`src/rtl/aes_inv_cipher_ctrl.sv`:
```
// Iterative AES inverse-cipher sequencer: one inverse round per clock on an external datapath.
// Byte i of every state/key bus sits at bits [8*(4*Nb-1-i) +: 8], so byte 0 is the MSB.
module aes_inv_cipher_ctrl #(
    parameter int unsigned Nb = 4,
    parameter int unsigned Nr = 10
) (
    input  logic              clk,
    input  logic              rst,
    input  logic              key_ready_i,
    input  logic              in_valid_i,
    output logic              in_ready_o,
    input  logic [32*Nb-1:0]  in_data_i,
    output logic [3:0]        rk_idx_o,
    input  logic [32*Nb-1:0]  rk_data_i,
    output logic [32*Nb-1:0]  rnd_state_o,
    output logic              rnd_final_o,
    input  logic [32*Nb-1:0]  rnd_result_i,
    output logic              out_valid_o,
    input  logic              out_ready_i,
    output logic [32*Nb-1:0]  out_data_o,
    output logic              busy_o
);

    localparam int unsigned W         = 32 * Nb;
    localparam logic [3:0]  RK_LAST   = 4'(Nr);
    localparam logic [3:0]  RND_FIRST = 4'(Nr - 1);

    typedef enum logic [1:0] {
        S_IDLE,
        S_ROUND,
        S_DONE
    } state_e;

    state_e         state_q, state_d;
    logic [3:0]     rnd_q, rnd_d;
    logic [W-1:0]   st_q, st_d;

    always_ff @(posedge clk) begin
        if (rst) begin
            state_q <= S_IDLE;
            rnd_q   <= '0;
            st_q    <= '0;
        end else begin
            state_q <= state_d;
            rnd_q   <= rnd_d;
            st_q    <= st_d;
        end
    end

    always_comb begin
        state_d     = state_q;
        rnd_d       = rnd_q;
        st_d        = st_q;
        in_ready_o  = 1'b0;
        rk_idx_o    = RK_LAST;
        rnd_final_o = 1'b0;
        out_valid_o = 1'b0;
        busy_o      = 1'b0;

        unique case (state_q)
            S_IDLE: begin
                in_ready_o = key_ready_i;
                // Initial AddRoundKey with key Nr happens on the accepting edge itself.
                if (in_valid_i && key_ready_i) begin
                    st_d    = in_data_i ^ rk_data_i;
                    rnd_d   = RND_FIRST;
                    state_d = S_ROUND;
                end
            end
            S_ROUND: begin
                busy_o      = 1'b1;
                rk_idx_o    = rnd_q;
                rnd_final_o = (rnd_q == 4'd0);
                st_d        = rnd_result_i;
                if (rnd_q != 4'd0) begin
                    rnd_d = rnd_q - 4'd1;
                end else begin
                    state_d = S_DONE;
                end
            end
            S_DONE: begin
                busy_o      = 1'b1;
                out_valid_o = 1'b1;
                if (out_ready_i) begin
                    state_d = S_IDLE;
                end
            end
            default: begin
                state_d = S_IDLE;
            end
        endcase
    end

    assign rnd_state_o = st_q;
    assign out_data_o  = st_q;

endmodule
```
`config.mk`:
```
export PLATFORM = sky130hd
export DESIGN_NAME = aes_inv_cipher_ctrl
export DESIGN_NICKNAME = d
export VERILOG_FILES = /design/src/rtl/aes_inv_cipher_ctrl.sv
export SDC_FILE = /design/constraint.sdc
export NUM_CORES = 1
export LEC_CHECK = 0
export BUFFER_PORTS_ARGS = -buffer_cell sky130_fd_sc_hd__buf_2
export CAP_MARGIN = 20
export CELL_PAD_IN_SITES_DETAIL_PLACEMENT = 0
export CELL_PAD_IN_SITES_GLOBAL_PLACEMENT = 1
export CORE_AREA = 2 2 251 253
export CTS_BUF_LIST = sky130_fd_sc_hd__clkbuf_16
export DETAILED_ROUTE_END_ITERATION = 10
export DIE_AREA = 0 0 253 255
export GPL_TIMING_DRIVEN = 1
export PLACE_DENSITY = 0.56
export SKIP_CTS_REPAIR_TIMING = 1
export SLEW_MARGIN = 20
export SYNTH_ARGS = -nofsm -noshare
export SYNTH_HDL_FRONTEND = slang
export SYNTH_SLANG_ARGS = --single-unit
```
`constraint.sdc`:
```
create_clock -name clk -period 1.8 [get_ports clk]
set_input_delay 0 -clock clk [delete_from_list [all_inputs] [get_ports clk]]
set_output_delay 0 -clock clk [all_outputs]
set_load 0.01 [all_outputs]
```
==> metrics.yaml <==
final_layout:
  area_growth_pct: 89.2
  fillers: 6759
  layout_commonest_cell: "buf_2"
  multi_input_area_um2: 3740
  final_cell_mix: "652 x buf_2, 292 x dlygate4sd3_1, 133 x dfxtp_1"
  register_area_um2: 2680
  num-nets-final: 2090
  drive_gt1_share_pct: 42.5
  fin_util_pct: 23.8
global_route:
  grt_pass1_wl_mm: 43.2
  grt-ovfl-total: 0
  track_usage_pct: 9.11
  grt_antenna_before_repair: 5
  grt_max_degree: 69
  grt_pass1_vias: 7451
setup_path:
  crit_path_max_fanout: 15
  crit_slowest_cell: "dfxtp_1"
  crit_family: "buffers and inverters"
  critical_path_depth: 7
  cp-start-kind: "flip-flop"
  worstPathRequired_ps: 2150
  worstPathCellList: "inv_1, ha_2, nand2b_4, and3b_4, buf_12, clkbuf_16, a22o_1"
  critPathMaxStageDelay_ps: 330
  cp.arrival_ps: 2080
  path_class: "reg -> reg"
  r2r_cells: 7
  crit_path_end_kind: "flip-flop"
  path_buf_inv: 3
sta:
  period_share_pct: 96.2
  rsz0062_at_grt: "false"
  layout_min_cycle_time_ps: 1730
  max_freq_mhz: 578
  whs_ps: -49.4
  hold_violations: 16
  fin_skew_ps: 12.1
  setup_viol: 0
  max-slew-margin-rel_pct: 71.1
  worst_slew_pin_slew_ps: 430
  drv_slew: 0
routing:
  dr_total_vias: 9243
  drc: 0
  drt_first_iter_violations: 419
  drt-total-wl_mm: 36.3
  drtPass1Iterations: 4
  wl_per_cell_um: 14.5
  vias_per_cell: 3.68
  antenna_left: 0
die:
  die_y_um: 255
  chipWidth_um: 253
  ios: 653
  coreArea_um2: 62200
  start_util_pct: 12.6
  die_area_um2: 64500
  rows: 92
yosys:
  synth_edf_count: 0
  yosysWarnings: 0
  synth_fp_nets: 1278
  synthDistinctLibCells: 34
  avgSynthCellArea_um2: 8.84
  syn_area_um2: 7820
  yosysSeqAreaShare_pct: 34.3
  ys.flop_type: "dfxtp_1"
  synthCells: 884
  ys_ff_latch: 134
  async_flop_share_pct: 0
place:
  dpl.hpwl_mm: 25.6
  place.gp.congestion: 0.781
  port_buffers: 652
cts:
  h-tree-depth: 4
  clockBufferDepth: 2
  root_buffer: "clkbuf_16"
  cts_tree: "built"
  clk_pin_slew_ps: 70
  clk_latency_ps: 460
  cts.sinks: 134
  cts_made_buffers: 17
pwr:
  p_leak_nw: 6.96
  ir_drop_mv: 0.585
  power_density_nw_per_um2: 1080
worst_hold_path:
  hold_depth: 4
  hold_class: "in -> reg"
run_status:
  violations: "negative hold slack"
  status: "finished with violations"
flow_run:
  drv_cap: 0
==> Yosys cell counts, drive strengths merged (2+ instances only) <==
cell	number	area share, %
dfxtp	134	34
nand2	132	6.3
clkbuf	13	0.62
and2	3	0.24
a211oi	5	0.48
nand2b	4	0.42
a31oi	2	0.16
o2111ai	2	0.22
buf	174	17
inv	8	0.38
nand3	3	0.35
nor2b	3	0.24
ha	5	0.80
o21ai	128	8.2
xnor2	128	14
a22o	128	14
==> logic make-up after synthesis <==
| family | synth area share [%] |
|---|---|
| compound gates | 24.0 |
| buf+inv | 18.1 |
| simple gates | 8.32 |
| flops | 34.3 |
| xor+xnor | 14.3 |
| fa+ha+maj | 0.800 |
| mux | 0.128 |
==> area by class of cell <==
class,instances,area share [%]
well taps,799,6.76
clock inverters,15,1.43
diodes,1,0.0169
repair buffers,980,45.2
flip-flops and latches,134,18.1
multi-input cells,555,25.3
inverters,8,0.203
clock buffers,17,2.88
==> where the power goes <==
| part | switching (mW) | leakage (nW) | total [mW] | internal [mW] |
|---|---|---|---|---|
| sequential | 0.784 | 1.09 | 4.54 | 3.76 |
| clock | 1.47 | 0.307 | 3.90 | 2.43 |
| combinational | 3.87 | 5.56 | 7.49 | 3.63 |
==> worst min-delay path, stage by stage <==
cell and delay, ps:
buf_2 80, xnor2_1 50, o21ai_0 140, a22o_1 120
==> flip-flops by register name, indices dropped and copies added, names as in the netlist <==
| register | cells |
|---|---|
| out_data_o | 128 |
| state_q | 2 |
| rnd_q | 4 |
==> per-layer routing <==
metal	routed length (um)	vias up	GRT usage (%)
li1	-	4542	-
met1	15100	4223	10.5
met2	17300	419	14.9
met3	2430	57	3.11
met4	1390	2	4.99
met5	10	-	0
==> through the flow <==
step / TNS (ps) / instance area, um2 / worst slack [ps] / cells / power (mW)
after floorplan: 0 / 7820 / 126 / 884 / 9.02
after global routing: 0 / 14800 / 0.143 / 2509 / 17.1
after global placement: 0 / 11000 / 90.1 / 2176 / 11.2
final: 0 / 14800 / 68.8 / 2509 / 15.9
after CTS: -78.8 / 11700 / -11.5 / 2208 / 15.3
after detailed placement: 0 / 11000 / 12.5 / 2176 / 11.2
==> path summary, 6_finish.rpt <==
path | slack, ps | startpoint | endpoint
min | -50 | in_data_i[89] | out_data_o[89]
max reg2reg | 70 | state_q[0] | out_data_o[19]
max | 70 | state_q[0] | out_data_o[19]
min reg2reg | 500 | out_data_o[12] | out_data_o[12]
Note: power is estimated with default switching activity, not from simulation.
